<file path="src/rtl/mc_pkg.sv">
// Shared definitions for the multicycle MIPS-style control unit:
// state encoding, ALU operation codes, opcode/funct constants and datapath select encodings.
package mc_pkg;

  typedef enum logic [3:0] {
    S_FETCH  = 4'd0,
    S_DECODE = 4'd1,
    S_MEMADR = 4'd2,
    S_MEMRD  = 4'd3,
    S_MEMWB  = 4'd4,
    S_MEMWR  = 4'd5,
    S_REXEC  = 4'd6,
    S_IEXEC  = 4'd7,
    S_ALUWB  = 4'd8,
    S_BRANCH = 4'd9,
    S_JUMP   = 4'd10,
    S_JALWB  = 4'd11,
    S_JREX   = 4'd12,
    S_HALT   = 4'd13
  } state_t;

  localparam logic [3:0] ALU_ADD  = 4'b0000;
  localparam logic [3:0] ALU_SUB  = 4'b0001;
  localparam logic [3:0] ALU_AND  = 4'b0010;
  localparam logic [3:0] ALU_OR   = 4'b0011;
  localparam logic [3:0] ALU_XOR  = 4'b0100;
  localparam logic [3:0] ALU_SLL  = 4'b0101;
  localparam logic [3:0] ALU_SRL  = 4'b0110;
  localparam logic [3:0] ALU_SRA  = 4'b0111;
  localparam logic [3:0] ALU_SLT  = 4'b1000;
  localparam logic [3:0] ALU_SLTU = 4'b1001;
  localparam logic [3:0] ALU_NOR  = 4'b1010;
  localparam logic [3:0] ALU_SLLV = 4'b1011;
  localparam logic [3:0] ALU_SRLV = 4'b1100;
  localparam logic [3:0] ALU_SRAV = 4'b1101;
  localparam logic [3:0] ALU_LUI  = 4'b1110;

  localparam logic [5:0] OP_RTYPE = 6'b000000;
  localparam logic [5:0] OP_J     = 6'b000010;
  localparam logic [5:0] OP_JAL   = 6'b000011;
  localparam logic [5:0] OP_BEQ   = 6'b000100;
  localparam logic [5:0] OP_BNE   = 6'b000101;
  localparam logic [5:0] OP_ADDI  = 6'b001000;
  localparam logic [5:0] OP_ADDIU = 6'b001001;
  localparam logic [5:0] OP_SLTI  = 6'b001010;
  localparam logic [5:0] OP_SLTIU = 6'b001011;
  localparam logic [5:0] OP_ANDI  = 6'b001100;
  localparam logic [5:0] OP_ORI   = 6'b001101;
  localparam logic [5:0] OP_XORI  = 6'b001110;
  localparam logic [5:0] OP_LUI   = 6'b001111;
  localparam logic [5:0] OP_LW    = 6'b100011;
  localparam logic [5:0] OP_SW    = 6'b101011;

  localparam logic [5:0] FN_SLL  = 6'b000000;
  localparam logic [5:0] FN_SRL  = 6'b000010;
  localparam logic [5:0] FN_SRA  = 6'b000011;
  localparam logic [5:0] FN_SLLV = 6'b000100;
  localparam logic [5:0] FN_SRLV = 6'b000110;
  localparam logic [5:0] FN_SRAV = 6'b000111;
  localparam logic [5:0] FN_JR   = 6'b001000;
  localparam logic [5:0] FN_ADD  = 6'b100000;
  localparam logic [5:0] FN_ADDU = 6'b100001;
  localparam logic [5:0] FN_SUB  = 6'b100010;
  localparam logic [5:0] FN_SUBU = 6'b100011;
  localparam logic [5:0] FN_AND  = 6'b100100;
  localparam logic [5:0] FN_OR   = 6'b100101;
  localparam logic [5:0] FN_XOR  = 6'b100110;
  localparam logic [5:0] FN_NOR  = 6'b100111;
  localparam logic [5:0] FN_SLT  = 6'b101010;
  localparam logic [5:0] FN_SLTU = 6'b101011;

  localparam logic       SRC_A_PC     = 1'b0;
  localparam logic       SRC_A_REG    = 1'b1;
  localparam logic [1:0] SRC_B_REG    = 2'b00;
  localparam logic [1:0] SRC_B_FOUR   = 2'b01;
  localparam logic [1:0] SRC_B_IMM    = 2'b10;
  localparam logic [1:0] SRC_B_IMM_SH = 2'b11;

  localparam logic [1:0] PC_SRC_ALU    = 2'b00;
  localparam logic [1:0] PC_SRC_ALUOUT = 2'b01;
  localparam logic [1:0] PC_SRC_JUMP   = 2'b10;
  localparam logic [1:0] PC_SRC_RS     = 2'b11;

  localparam logic [1:0] REG_DST_RT = 2'b00;
  localparam logic [1:0] REG_DST_RD = 2'b01;
  localparam logic [1:0] REG_DST_RA = 2'b10;

  localparam logic [1:0] M2R_ALUOUT = 2'b00;
  localparam logic [1:0] M2R_MDR    = 2'b01;
  localparam logic [1:0] M2R_PC     = 2'b10;

  function automatic logic is_imm_op(input logic [5:0] op);
    logic hit;
    case (op)
      OP_ADDI, OP_ADDIU, OP_ANDI, OP_ORI,
      OP_XORI, OP_SLTI, OP_SLTIU, OP_LUI: hit = 1'b1;
      default:                           hit = 1'b0;
    endcase
    return hit;
  endfunction

endpackage

</file>
<file path="src/rtl/alu_decoder.sv">
// Combinational opcode/funct to ALU operation decoder; valid flags a recognised operation.
// JR is deliberately not valid here: the FSM routes it before any ALU use.
module alu_decoder
  import mc_pkg::*;
(
  input  logic [5:0] opcode,
  input  logic [5:0] funct,
  output logic [3:0] alu_control,
  output logic       valid
);

  // Map R-type funct or I-type opcode onto an ALU operation
  always_comb begin
    alu_control = ALU_ADD;
    valid       = 1'b0;
    if (opcode == OP_RTYPE) begin
      valid = 1'b1;
      case (funct)
        FN_SLL:          alu_control = ALU_SLL;
        FN_SRL:          alu_control = ALU_SRL;
        FN_SRA:          alu_control = ALU_SRA;
        FN_SLLV:         alu_control = ALU_SLLV;
        FN_SRLV:         alu_control = ALU_SRLV;
        FN_SRAV:         alu_control = ALU_SRAV;
        FN_ADD, FN_ADDU: alu_control = ALU_ADD;
        FN_SUB, FN_SUBU: alu_control = ALU_SUB;
        FN_AND:          alu_control = ALU_AND;
        FN_OR:           alu_control = ALU_OR;
        FN_XOR:          alu_control = ALU_XOR;
        FN_NOR:          alu_control = ALU_NOR;
        FN_SLT:          alu_control = ALU_SLT;
        FN_SLTU:         alu_control = ALU_SLTU;
        default: begin
          alu_control = ALU_ADD;
          valid       = 1'b0;
        end
      endcase
    end else begin
      valid = 1'b1;
      case (opcode)
        OP_LW, OP_SW, OP_ADDI, OP_ADDIU: alu_control = ALU_ADD;
        OP_BEQ, OP_BNE:                  alu_control = ALU_SUB;
        OP_ANDI:                         alu_control = ALU_AND;
        OP_ORI:                          alu_control = ALU_OR;
        OP_XORI:                         alu_control = ALU_XOR;
        OP_SLTI:                         alu_control = ALU_SLT;
        OP_SLTIU:                        alu_control = ALU_SLTU;
        OP_LUI:                          alu_control = ALU_LUI;
        OP_J, OP_JAL:                    alu_control = ALU_ADD;
        default: begin
          alu_control = ALU_ADD;
          valid       = 1'b0;
        end
      endcase
    end
  end

endmodule

</file>
<file path="src/rtl/multicycle_control.sv">
// Multicycle processor control FSM: one registered state, combinational Moore output decode.
// Outputs stay quiet until the first clock edge after reset release, when fetching begins.
module multicycle_control
  import mc_pkg::*;
(
  input  logic       clk,
  input  logic       rst_n,
  input  logic [5:0] opcode,
  input  logic [5:0] funct,
  input  logic       zero,
  input  logic       mem_ready,
  output logic       pc_write,
  output logic       ir_write,
  output logic       iord,
  output logic       mem_read,
  output logic       mem_write,
  output logic       reg_write,
  output logic [1:0] reg_dst,
  output logic [1:0] mem_to_reg,
  output logic       alu_src_a,
  output logic [1:0] alu_src_b,
  output logic [1:0] pc_source,
  output logic [3:0] alu_control,
  output logic [3:0] state,
  output logic       illegal
);

  state_t     state_r;
  state_t     next_state_s;
  logic       run_r;
  logic       illegal_r;
  logic [3:0] dec_alu_s;
  logic       dec_valid_s;

  alu_decoder u_alu_decoder (
    .opcode      (opcode),
    .funct       (funct),
    .alu_control (dec_alu_s),
    .valid       (dec_valid_s)
  );

  // State, run flag and sticky illegal flag
  always_ff @(posedge clk or negedge rst_n) begin
    if (!rst_n) begin
      state_r   <= S_FETCH;
      run_r     <= 1'b0;
      illegal_r <= 1'b0;
    end else begin
      run_r <= 1'b1;
      if (run_r) begin
        state_r <= next_state_s;
      end else begin
        state_r <= S_FETCH;
      end
      if (run_r && (state_r == S_DECODE) && (next_state_s == S_HALT)) begin
        illegal_r <= 1'b1;
      end else begin
        illegal_r <= illegal_r;
      end
    end
  end

  // Next-state logic
  always_comb begin
    next_state_s = state_r;
    case (state_r)
      S_FETCH:  next_state_s = mem_ready ? S_DECODE : S_FETCH;
      S_DECODE: begin
        if ((opcode == OP_LW) || (opcode == OP_SW)) begin
          next_state_s = S_MEMADR;
        end else if (opcode == OP_RTYPE) begin
          if (funct == FN_JR) begin
            next_state_s = S_JREX;
          end else if (dec_valid_s) begin
            next_state_s = S_REXEC;
          end else begin
            next_state_s = S_HALT;
          end
        end else if (is_imm_op(opcode)) begin
          next_state_s = S_IEXEC;
        end else if ((opcode == OP_BEQ) || (opcode == OP_BNE)) begin
          next_state_s = S_BRANCH;
        end else if (opcode == OP_J) begin
          next_state_s = S_JUMP;
        end else if (opcode == OP_JAL) begin
          next_state_s = S_JALWB;
        end else begin
          next_state_s = S_HALT;
        end
      end
      S_MEMADR: next_state_s = (opcode == OP_LW) ? S_MEMRD : S_MEMWR;
      S_MEMRD:  next_state_s = mem_ready ? S_MEMWB : S_MEMRD;
      S_MEMWR:  next_state_s = mem_ready ? S_FETCH : S_MEMWR;
      S_REXEC,
      S_IEXEC:  next_state_s = S_ALUWB;
      S_MEMWB, S_ALUWB, S_BRANCH,
      S_JUMP, S_JALWB, S_JREX: next_state_s = S_FETCH;
      S_HALT:   next_state_s = S_HALT;
      default:  next_state_s = S_HALT;
    endcase
  end

  // Output decode; everything is zero while reset is held or before the first fetch
  always_comb begin
    pc_write    = 1'b0;
    ir_write    = 1'b0;
    iord        = 1'b0;
    mem_read    = 1'b0;
    mem_write   = 1'b0;
    reg_write   = 1'b0;
    reg_dst     = REG_DST_RT;
    mem_to_reg  = M2R_ALUOUT;
    alu_src_a   = SRC_A_PC;
    alu_src_b   = SRC_B_REG;
    pc_source   = PC_SRC_ALU;
    alu_control = ALU_ADD;
    if (run_r) begin
      case (state_r)
        S_FETCH: begin
          mem_read  = 1'b1;
          alu_src_b = SRC_B_FOUR;
          ir_write  = mem_ready;
          pc_write  = mem_ready;
        end
        S_DECODE: alu_src_b = SRC_B_IMM_SH;
        S_MEMADR: begin
          alu_src_a = SRC_A_REG;
          alu_src_b = SRC_B_IMM;
        end
        S_MEMRD: begin
          iord     = 1'b1;
          mem_read = 1'b1;
        end
        S_MEMWR: begin
          iord      = 1'b1;
          mem_write = 1'b1;
        end
        S_MEMWB: begin
          reg_write  = 1'b1;
          mem_to_reg = M2R_MDR;
        end
        S_REXEC: begin
          alu_src_a   = SRC_A_REG;
          alu_control = dec_alu_s;
        end
        S_IEXEC: begin
          alu_src_a   = SRC_A_REG;
          alu_src_b   = SRC_B_IMM;
          alu_control = dec_alu_s;
        end
        S_ALUWB: begin
          reg_write = 1'b1;
          reg_dst   = (opcode == OP_RTYPE) ? REG_DST_RD : REG_DST_RT;
        end
        S_BRANCH: begin
          alu_src_a   = SRC_A_REG;
          alu_control = ALU_SUB;
          pc_source   = PC_SRC_ALUOUT;
          pc_write    = zero ^ (opcode == OP_BNE);
        end
        S_JUMP: begin
          pc_write  = 1'b1;
          pc_source = PC_SRC_JUMP;
        end
        S_JALWB: begin
          pc_write   = 1'b1;
          pc_source  = PC_SRC_JUMP;
          reg_write  = 1'b1;
          reg_dst    = REG_DST_RA;
          mem_to_reg = M2R_PC;
        end
        S_JREX: begin
          pc_write  = 1'b1;
          pc_source = PC_SRC_RS;
        end
        S_HALT:  pc_write = 1'b0;
        default: pc_write = 1'b0;
      endcase
    end else begin
      pc_write = 1'b0;
    end
  end

  assign state   = state_r;
  assign illegal = illegal_r;

endmodule

</file>
<file path="config.mk">
export PLATFORM = sky130hd
export DESIGN_NAME = multicycle_control
export DESIGN_NICKNAME = d
export VERILOG_FILES = /design/src/rtl/mc_pkg.sv /design/src/rtl/alu_decoder.sv /design/src/rtl/multicycle_control.sv
export SDC_FILE = /design/constraint.sdc
export NUM_CORES = 1
export LEC_CHECK = 0
export ABC_AREA = 1
export CORE_AREA = 2 2 49 51
export CTS_BUF_LIST = sky130_fd_sc_hd__clkbuf_2
export CTS_CLUSTER_DIAMETER = 80
export DETAILED_ROUTE_END_ITERATION = 12
export DIE_AREA = 0 0 51 53
export GPL_TIMING_DRIVEN = 0
export PLACE_DENSITY = 0.88
export SLEW_MARGIN = 25
export SYNTH_ARGS = -nofsm -noshare
export SYNTH_HDL_FRONTEND = slang
export SYNTH_SLANG_ARGS = --single-unit
</file>
<file path="constraint.sdc">
create_clock -name clk -period 4.4 [get_ports clk]
set_clock_uncertainty 0.15 [all_clocks]
set_input_delay 0.44 -clock clk [delete_from_list [all_inputs] [get_ports clk]]
set_output_delay 0.44 -clock clk [all_outputs]
set_load 0.02 [all_outputs]
</file>
## Yosys cells after proc, flatten, opt, wreduce, memory -nomap -nowiden

Memory sizes are Yosys's and may differ from the RTL's.
Index checks and enable logic that the tools add are counted.

- Memories: 1
- Output and inout bits: 24
- Bits of input ports: 16
- Register bits: 6
- Logic and storage cells: 118
- ROM bits: 16

Memory list:

| memory | words | bits a word | rd ports | clocked after Yosys merged registers in | write ports | RTL line | RTL |
|---|---|---|---|---|---|---|---|
| (no name shown) | 16 | 1 | 1 | 0 | 0 | mc_pkg.sv:94 | `case (op)` |

- Muxes and demuxes: 49
- Equality and inequality tests: 43
- Bitwise logic cells: 1
- Reduce and logical (&&, ||, !) cells: 21

Operator list:

| operator | number |
|---|---|
| == test 6 bit, second input constant | 12 |
| one-hot mux 4 bit (7 select lines) | 2 |
| == test 6 x 4 -> 1 bit, second input constant | 9 |
| one-hot mux 4 bit (13 select lines) | 1 |
| 2-to-1 mux 4 bit | 8 |
| == test 6 x 3 -> 1 bit, second input constant | 5 |
| == test 4 bit, second input constant | 6 |
| == test 6 x 2 -> 1 bit, second input constant | 4 |
| 2-to-1 mux 1 bit | 22 |
| 2-to-1 mux 3 bit | 6 |
| == test 4 x 3 -> 1 bit, second input constant | 4 |
| OR reduction 16 bit | 1 |
| OR reduction 14 bit | 1 |
| OR reduction 2 bit | 7 |
| zero test 6 bit | 2 |
| one-hot mux 2 bit (3 select lines) | 2 |
| == test 4 x 2 -> 1 bit, second input constant | 2 |
| 2-to-1 mux 2 bit | 4 |
| one-hot mux 2 bit (2 select lines) | 2 |
| one-hot mux 4 bit (2 select lines) | 1 |
| OR reduction 3 bit | 2 |
| OR reduction 6 bit | 1 |
| == test 4 x 1 -> 1 bit, second input constant | 1 |
| zero test 4 bit | 1 |
| other kinds (6) | 8 |

## Logic depth before layout (Yosys ltp)

Gate-level depths: netlist of run 1.

- Depth after elaboration: 11
- Mapped depth: 11
- Mapped depth without buffers: 11

## Cells and area by module

From an unflattened synthesis of run 1, not the netlist that was laid out.

- Cells, all modules: 225
- Area, all modules: 1187.4 µm²

By module, submodules not included:

| module | area each (µm²) | cells an instance | times used | sequential area each (µm²) |
|---|---|---|---|---|
| multicycle_control | 733.2 | 130 | 1 | 150.1 |
| alu_decoder | 454.2 | 95 | 1 | 0.0 |

## Worst setup path after synthesis of run 1

No wires, ideal clock.

- Kind: reg2out
- Start point: reg state_r[3], in the netlist state[3]
- End point: out pc_write
- Arrival: 1.515 ns
- Stages on the path, launching flop included: 9
- Slack: 2.295 ns
- Data required time: 3.810 ns
- Path buffers: 0
- Path through: dfrtp_1 inv_1 nor2_1 inv_2 nor2_1 inv_2 a21oi_1 o21ai_1 a31oi_1

- Cells in the longest elaborated chain, start to end: 4

RTL lines:

| item | RTL line | RTL |
|---|---|---|
| from (decl) | multicycle_control.sv:28 | `state_t state_r;` |
| from (signal assigned) | multicycle_control.sv:51 | `state_r <= next_state_s;` |
| == test 4 bit | multicycle_control.sv:118 | `case (state_r)` |
| OR reduction 3 bit (no source line) | n/a |  |
| one-hot mux 1 bit (3 select lines) * | multicycle_control.sv:118 |  |
| 2-to-1 mux 1 bit * | multicycle_control.sv:117 | `if (run_r) begin` |
| to (decl) | multicycle_control.sv:12 | `output logic pc_write,` |

Mark *: on every way between the ends. The rest lies on a longest branch, timed or not.

## Final worst setup path of run 1

- Start point: in funct[5]
- End point: out alu_control[1]

- Cells in the longest elaborated chain, start to end: 6

RTL lines:

| item | RTL line | RTL |
|---|---|---|
| from (decl) | multicycle_control.sv:9 | `input logic [5:0] funct,` |
| == test 6 bit | alu_decoder.sv:18 | `case (funct)` |
| OR reduction 2 bit | alu_decoder.sv:18 |  |
| one-hot mux 4 bit (13 select lines) * | alu_decoder.sv:18 |  |
| 2-to-1 mux 4 bit * | alu_decoder.sv:16 | `if (opcode == OP_RTYPE) begin` |
| one-hot mux 4 bit (2 select lines) * | multicycle_control.sv:118 |  |
| 2-to-1 mux 4 bit * | multicycle_control.sv:117 |  |
| to (decl) | multicycle_control.sv:23 | `output logic [3:0] alu_control,` |

Marks and branches as above.

==> flow_summary.json, run 1 <==
{
  "outcome": "completed",
  "synth_top_cell_area_share_pct": 15.1,
  "critPathMaxFanout": 4,
  "p_comb_share_pct": 57.5,
  "startpoint_type": "primary input",
  "pwr-share-clk_pct": 15.4,
  "rows": 17,
  "fin_ws_ns": 1.27,
  "clk_latency_ns": 0.23,
  "drc": 0,
  "grt_pass1_vias": 1098,
  "first_pass_iters": 4,
  "synthCells": 181,
  "wl_per_cell_um": 10.8,
  "root_buffer": "clkbuf_2",
  "htreeDepth": 1,
  "die-height_um": 53,
  "grt_remaining_overflow": 0,
  "switching_share_pct": 45.1,
  "cts_buffers": 3,
  "worstReg2RegEnd": "illegal$_DFFE_PN0P_",
  "ctsLongestPathBuffers": 2,
  "power.leakage_nw": 0.679,
  "dr_wl_met3_um": 243,
  "finalPower_uw": 252,
  "die_w_um": 51,
  "wirelength_um": 2700,
  "syn_area_per_cell_um2": 5.50,
  "gp_congestion": 0.862,
  "slew_viol_final": 0,
  "ys_seq_area_share_pct": 15.1,
  "synth_area_um2": 996,
  "ios": 40,
  "dieArea_mm2": 0.00270,
  "vias_per_cell": 5.22,
  "end_kind": "output pin",
  "nets": 241,
  "reg2reg_depth": 9,
  "finalHoldViolCount": 0,
  "seqPwrFrac_pct": 27.2,
  "dp_hpwl_um": 2300,
  "antenna_left": 0,
  "ys_types": 29,
  "fin_crit_sh_pct": 71.1,
  "drtIter0Drc": 58,
  "hold_class": "in -> async",
  "finalSetupViolations": 0,
  "cts_hold_buffers": 0,
  "cts_resized": 0,
  "ys_ff_latch": 6,
  "intPower_uw": 138,
  "path_class": "in -> out",
  "diodes": 0,
  "utilization_pct": 66.9,
  "cp.required_ns": 3.81,
  "cap_violations": 0,
  "tritoncts": "built",
  "arrival_ns": 2.54,
  "wl_met2_um": 1240,
  "grt_max_degree": 11,
  "syn_to_final_growth_pct": 44.2,
  "peakVddDrop_mv": 0.190,
  "initial_core_util_pct": 46.4,
  "clock.fmax_mhz": 320,
  "grt_first_pass_wirelength_um": 4550,
  "synth_area_leaders": "dfrtp_1 15%, nand2_1 12%, inv_1 11%, nor2_1 11%, nand3_1 8.5%",
  "port-buffer-count": 39,
  "reg2reg_from": "state[3]$_DFF_PN0_",
  "wl_met1_um": 1220,
  "grt_usage_pct": 22.0,
  "cts_setup_buffers": 0,
  "highest_layer": "met3",
  "critPathLaunch": "funct[5]",
  "antenna_found_initial": 0,
  "vias": 1309,
  "tns_ns": 0,
  "yosys.area.top_type": "dfrtp_1",
  "synth_nets": 197,
  "cts_num_sinks": 6,
  "pre_cts_ws_ns": 1.29,
  "rsz0062_at_grt": "no",
  "p_sw_uw": 113,
  "core_mm2": 0.00215,
  "period_minus_slack_ns": 3.13,
  "cts.clk_slew.worst_paths_ns": 0.07,
  "reg2reg_setup_slack_ns": 2.72,
  "critPathCapture": "alu_control[1]",
  "cellPowerDensity_mw_per_mm2": 175,
  "yosysWarnings": 0,
  "drive_above_1_share_pct": 13.0
}
power by group through the flow:
stage	registers, mW	logic [mW]	clock network (mW)
after floorplan	0.0724	0.0819	0
after global placement	0.0688	0.142	0
after detailed placement	0.0692	0.144	0
after CTS	0.0682	0.144	0.0409
after global routing	0.0689	0.159	0.0441
final	0.0684	0.145	0.0386
sequential cells by signal (all words and copies together), names as in the netlist:
register / flops
illegal: 1
run_r: 1
state: 4
cell usage in the layout, fill, tap and decap left out, types with 2 or more instances in the layout:
master	synthesis	layout
o21ai_1	3	3
a21oi_1	11	11
nand2_2	5	5
nand4_1	5	5
clkbuf_2	0	3
clkinv_1	2	2
o21ai_0	3	3
inv_1	28	28
a31oi_1	3	3
clkdlybuf4s50_1	0	39
o31ai_1	3	3
nor3_1	6	6
nor2_2	9	9
nand2_1	32	32
dfrtp_1	6	6
inv_2	6	6
nor2_1	28	28
nor2_4	2	2
nand3_1	17	17
how the worst min path moves through the flow:
stage | from | endpoint | slack, ns
finish | rst_n | state[0]$_DFF_PN0_ | 0.29
global route | rst_n | state[0]$_DFF_PN0_ | 0.30
CTS | rst_n | state[0]$_DFF_PN0_ | 0.29
detailed placement | illegal$_DFFE_PN0P_ | illegal$_DFFE_PN0P_ | 0.30
global placement | illegal$_DFFE_PN0P_ | illegal$_DFFE_PN0P_ | 0.30
floorplan | rst_n | illegal$_DFFE_PN0P_ | -0.006
cell families after synthesis:
logic type / count (synthesis) / share of synthesized area (%)
buf+inv: 37 / 13.9
simple gates: 108 / 52.6
flops: 6 / 15.1
other cells: 1 / 0.377
compound gates: 29 / 18.0
cell type report:
| class | instances | area, um2 |
|---|---|---|
| plain buffers | 1 | 3.75 |
| inverters | 36 | 135 |
| well taps | 28 | 35.0 |
| multi-input cells | 138 | 707 |
| flip-flops and latches | 6 | 150 |
| fillers | 215 | 712 |
| repair buffers | 39 | 390 |
| clock buffers | 3 | 15.0 |
critical path, stage by stage:
cell             delay [ns]
clkdlybuf4s50_1        0.49
inv_1                  0.04
nor2_1                 0.21
nand2_1                0.16
o21ai_0                0.29
a311oi_1               0.08
nand2_1                0.08
nand2_1                0.05
nor2_1                 0.09
clkdlybuf4s50_1        0.61
routing by layer:
metal / vias up / track usage, %
met5: - / 0
met4: 0 / 4.05
met3: 0 / 5.08
met2: 62 / 37.9
met1: 569 / 28.1
li1: 678 / -
cell usage after synthesis, drive strengths merged:
master	instances
inv	34
nand2	37
a21oi	12
clkbuf	1
clkinv	2
a31oi	3
nand3b	1
nand4	5
a311oi	1
dfrtp	6
and3	1
nor3	7
nand3	17
nor2	39
o211ai	2
o41ai	1
o21ai	6
conb	1
o31ai	3
o22ai	1
nor4	1
stage by stage:
step,cell area (um2),hold slack (ns),instances
6_report,1440,0.295,251
5_1_grt,1440,0.295,251
4_1_cts,1440,0.291,251
3_5_place_dp,1420,0.304,248
3_3_place_gp,1420,0.299,248
2_1_floorplan,996,-0.00559,181
No activity file was read; power rests on OpenSTA's default activity.
==> inputs of run 2 (changes only) <==
Settings changed: CORE_AREA 2 2 49 51 to 2 2 51 53, DIE_AREA 0 0 51 53 to 0 0 53 55, PLACE_DENSITY 0.88 to 0.82.
Clock period 4.4 ns to 3.15 ns, I/O delays scaled along.
==> run 2 against run 1 <==
Setup slack got worse by 1.0 ns; first-iteration DRC count decreased by 33%; sequential power up 39%; register-to-register slack got worse by 1.2 ns; routed wire length shrank 0.89%; clock-buffer cell count did not move; design area is 0.17% higher; global-route usage shrank 2.4 points; core utilization fell by 6.0 points; critical path type unchanged; sequential share of layout area about the same; cell count grew 0.80%; via count fell by 2.0%.
==> flow_summary.json, run 2 (same netlist as run 1, synthesis figures left out) <==
{
  "die-height_um": 55,
  "gp_congestion": 0.904,
  "startpoint_type": "primary input",
  "outcome": "completed",
  "utilization_pct": 60.8,
  "finalSetupViolations": 0,
  "dp_hpwl_um": 2230,
  "fin_ws_ns": 0.271,
  "grt_usage_pct": 19.6,
  "drc": 0,
  "cp.required_ns": 2.68,
  "fin_crit_sh_pct": 91.4,
  "hold_class": "in -> async",
  "regArea_um2": 150,
  "cts_buffers": 3,
  "rsz0062_at_grt": "no",
  "wl_per_cell_um": 10.6,
  "slew_viol_final": 0,
  "root_buffer": "clkbuf_2",
  "core_mm2": 0.00236,
  "antenna_found_initial": 0,
  "diodes": 0,
  "tns_ns": 0,
  "critPathMaxFanout": 4,
  "nFillCells": 243,
  "largest_reg_flops": 4,
  "ios": 40,
  "cts_hold_buffers": 0,
  "cts.clk_slew.worst_paths_ns": 0.06,
  "die_w_um": 53,
  "pre_cts_ws_ns": 0.301,
  "cellPowerDensity_mw_per_mm2": 244,
  "vias": 1283,
  "nets": 241,
  "cts_setup_buffers": 0,
  "power.leakage_nw": 0.679,
  "layout_commonest_cell": "clkdlybuf4s50_1",
  "grt_first_pass_wirelength_um": 4370,
  "clk_latency_ns": 0.23,
  "port-buffer-count": 39,
  "multiInputGateArea_um2": 707,
  "wirelength_um": 2680,
  "end_kind": "output pin",
  "cts_resized": 0,
  "grt_remaining_overflow": 0,
  "drive_above_1_share_pct": 13.0,
  "vias_per_cell": 5.07,
  "final_cell_area_mm2": 0.00144,
  "cap_violations": 0,
  "grt_pass1_vias": 1068,
  "syn_to_final_growth_pct": 44.5,
  "final_cell_mix": "39 x clkdlybuf4s50_1, 32 x nand2_1, 28 x inv_1, 28 x nor2_1, 17 x nand3_1",
  "tritoncts": "built",
  "finalHoldViolCount": 0,
  "clock.fmax_mhz": 347,
  "cts_num_sinks": 6,
  "place_area_mm2": 0.00142,
  "ctsLongestPathBuffers": 2,
  "rows": 18,
  "drtIter0Drc": 39,
  "dieArea_mm2": 0.00292,
  "arrival_ns": 2.41,
  "grt_max_degree": 11,
  "initial_core_util_pct": 42.1,
  "first_pass_iters": 4,
  "antenna_left": 0,
  "path_class": "in -> out",
  "peakVddDrop_mv": 0.238,
  "period_minus_slack_ns": 2.88,
  "htreeDepth": 1
}
==> run 2: cell type report <==
cell class	instances	area share (%)
Multi-Input combinational cell	138	49.1
Timing Repair Buffer	39	27.1
Sequential cell	6	10.4
Inverter	36	9.39
Tap cell	30	2.61
Clock buffer	3	1.04
Buffer	1	0.261
==> run 2: critical path, cell delays in order <==
cell	delay, ns
clkdlybuf4s50_1	0.51
inv_1	0.08
nor2_1	0.17
nand2_1	0.14
o21ai_0	0.30
a311oi_1	0.08
nand2_1	0.08
nand2_1	0.05
nor2_1	0.09
clkdlybuf4s50_1	0.60
==> run 2: path summary, 6_finish.rpt <==
| path | cells past startpoint | endpoint | start | slack, ns |
|---|---|---|---|---|
| hold reg to reg | 2 | illegal$_DFFE_PN0P_ | illegal$_DFFE_PN0P_ | 0.33 |
| setup reg to reg | 7 | illegal$_DFFE_PN0P_ | state[0]$_DFF_PN0_ | 1.51 |
| setup / recovery | 10 | alu_control[1] | funct[2] | 0.27 |
| max in group asynchronous | 1 | illegal$_DFFE_PN0P_ | rst_n | 2.46 |
| min in group clk | 2 | illegal$_DFFE_PN0P_ | illegal$_DFFE_PN0P_ | 0.33 |
| hold / removal | 1 | state[0]$_DFF_PN0_ | rst_n | 0.18 |
==> run 2: metrics by stage <==
stage / hold slack, ns / total power [mW] / cells
after floorplan: -0.131 / 0.215 / 181
after global placement: 0.296 / 0.295 / 250
after detailed placement: 0.315 / 0.296 / 250
after CTS: 0.173 / 0.352 / 253
after global routing: 0.186 / 0.376 / 253
final: 0.176 / 0.351 / 253
==> run 2: layer usage <==
metal / track usage [%] / wire [um] / vias to the layer above
met4: 2.56 / 19 / 0
met2: 33.8 / 1190 / 57
met5: 0 / 0 / -
met3: 1.88 / 172 / 2
met1: 27.2 / 1300 / 547
li1: - / - / 677
==> run 2: power by group <==
group / internal (mW) / switching, mW
sequential: 0.0832 / 0.0119
clock: 0.0258 / 0.0295
combinational: 0.0839 / 0.117
total: 0.193 / 0.159
==> inputs of run 3 (changes only) <==
Settings changed: PLACE_DENSITY 0.82 to 0.85, SKIP_CTS_REPAIR_TIMING from default to 1.
==> run 3 against run 2 <==
Total power decreased by 1.4%; first-iteration DRC count decreased by 5.1%; sequential power about the same; highest routed layer is now met3; core utilization unchanged; routed wire length decreased by 1.0%; register-to-register slack got worse by 0.02 ns; setup slack got worse by 0.058 ns; hold slack improved by 0.0069 ns; largest power group unchanged; critical path type unchanged; global-route usage increased by 0.50 points; die area unchanged; non-clock buffer count unchanged.
==> flow_summary.json, run 3 (same netlist as run 1, synthesis figures left out) <==
{
  "initial_core_util_pct": 42.1,
  "drive_above_1_share_pct": 13.0,
  "drc": 0,
  "critPathMaxFanout": 4,
  "nFillCells": 242,
  "wirelength_um": 2650,
  "tns_ns": 0,
  "period_minus_slack_ns": 2.94,
  "die_w_um": 53,
  "layout_commonest_cell": "clkdlybuf4s50_1",
  "dp_hpwl_um": 2190,
  "grt_usage_pct": 20.1,
  "crit_path_top_delay_cell": "clkdlybuf4s50_1",
  "clk_latency_ns": 0.21,
  "largest_reg_flops": 4,
  "end_kind": "output pin",
  "grt_max_degree": 11,
  "grt_pass1_vias": 1080,
  "final_cells": 253,
  "cap_violations": 0,
  "syn_to_final_growth_pct": 44.5,
  "cp_num_buf_inv": 3,
  "hold_class": "in -> async",
  "placedCellCount": 250,
  "finalPower_uw": 347,
  "tritoncts": "built",
  "drtIter0Drc": 37,
  "cellPowerDensity_mw_per_mm2": 241,
  "fin_crit_sh_pct": 93.2,
  "ctsLongestPathBuffers": 2,
  "crit_family": "buffers and inverters",
  "ios": 40,
  "clock.fmax_mhz": 341,
  "first_pass_iters": 4,
  "finalHoldViolCount": 0,
  "utilization_pct": 60.8,
  "nets": 241,
  "multiInputGateArea_um2": 707,
  "dieArea_mm2": 0.00292,
  "port-buffer-count": 39,
  "slew_viol_final": 0,
  "critPathMaxStageDelay_ns": 0.63,
  "path_cells": "clkdlybuf4s50_1 -> inv_1 -> nor2_1 -> nand2_1 -> nor2_1 -> o21ai_1 -> nand3_1 -> nand3_1 -> a21oi_1 -> clkdlybuf4s50_1",
  "vias_per_cell": 5.04,
  "cp.required_ns": 2.68,
  "power.leakage_nw": 0.679,
  "antenna_left": 0,
  "regArea_um2": 150,
  "cts_num_sinks": 6,
  "rows": 18,
  "vias": 1274,
  "arrival_ns": 2.47,
  "path_class": "in -> out",
  "fin_ws_ns": 0.213,
  "peakVddDrop_mv": 0.291,
  "wl_per_cell_um": 10.5,
  "grt_remaining_overflow": 0,
  "antenna_found_initial": 0,
  "gp_congestion": 0.889,
  "die-height_um": 55,
  "startpoint_type": "primary input",
  "cts.clk_slew.worst_paths_ns": 0.05,
  "final_cell_area_mm2": 0.00144,
  "place_area_mm2": 0.00142,
  "core_mm2": 0.00236,
  "pre_cts_ws_ns": 0.287,
  "grt_first_pass_wirelength_um": 4460,
  "hold_ws_ns": 0.183,
  "diodes": 0,
  "root_buffer": "clkbuf_2",
  "finalSetupViolations": 0,
  "final_cell_mix": "39 x clkdlybuf4s50_1, 32 x nand2_1, 28 x inv_1, 28 x nor2_1, 17 x nand3_1",
  "rsz0062_at_grt": "no",
  "cts_buffers": 3,
  "outcome": "completed",
  "htreeDepth": 1
}
[run 3: cell counts in the layout (fill, tap and decap cells not counted)]
Identical to the previous run, type by type.
[run 3: per-layer routing]
layer	global-route usage (%)	part of all wire [%]	vias up
li1	-	-	680
met1	27.2	51	554
met2	34.6	44	40
met3	4.84	5.1	0
met4	0	0	0
met5	0	0	-
[run 3: where the power goes]
| group | total, mW | internal, mW | switching [mW] |
|---|---|---|---|
| clock network | 0.0510 | 0.0257 | 0.0253 |
| logic | 0.200 | 0.0839 | 0.117 |
| registers | 0.0951 | 0.0833 | 0.0118 |
[run 3: area by class of cell]
cell class	instances	area share (%)
multi-input combinational	138	49.1
timing repair buffer	39	27.1
sequential	6	10.4
inverter	36	9.39
tap	30	2.61
clock buffer	3	1.04
buffer	1	0.261
[run 3: path summary, 6_finish.rpt]
path                                           from                  end  slack [ns]  depth (start not counted)
max in group asynchronous                     rst_n  illegal$_DFFE_PN0P_        2.46                          1
worst min register to register  illegal$_DFFE_PN0P_  illegal$_DFFE_PN0P_        0.31                          2
worst max-delay path                       funct[5]       alu_control[0]        0.21                         10
min in group clk                illegal$_DFFE_PN0P_  illegal$_DFFE_PN0P_        0.31                          2
worst max register to register   state[1]$_DFF_PN0_  illegal$_DFFE_PN0P_        1.49                          7
worst min-delay path                          rst_n   state[3]$_DFF_PN0_        0.18                          1
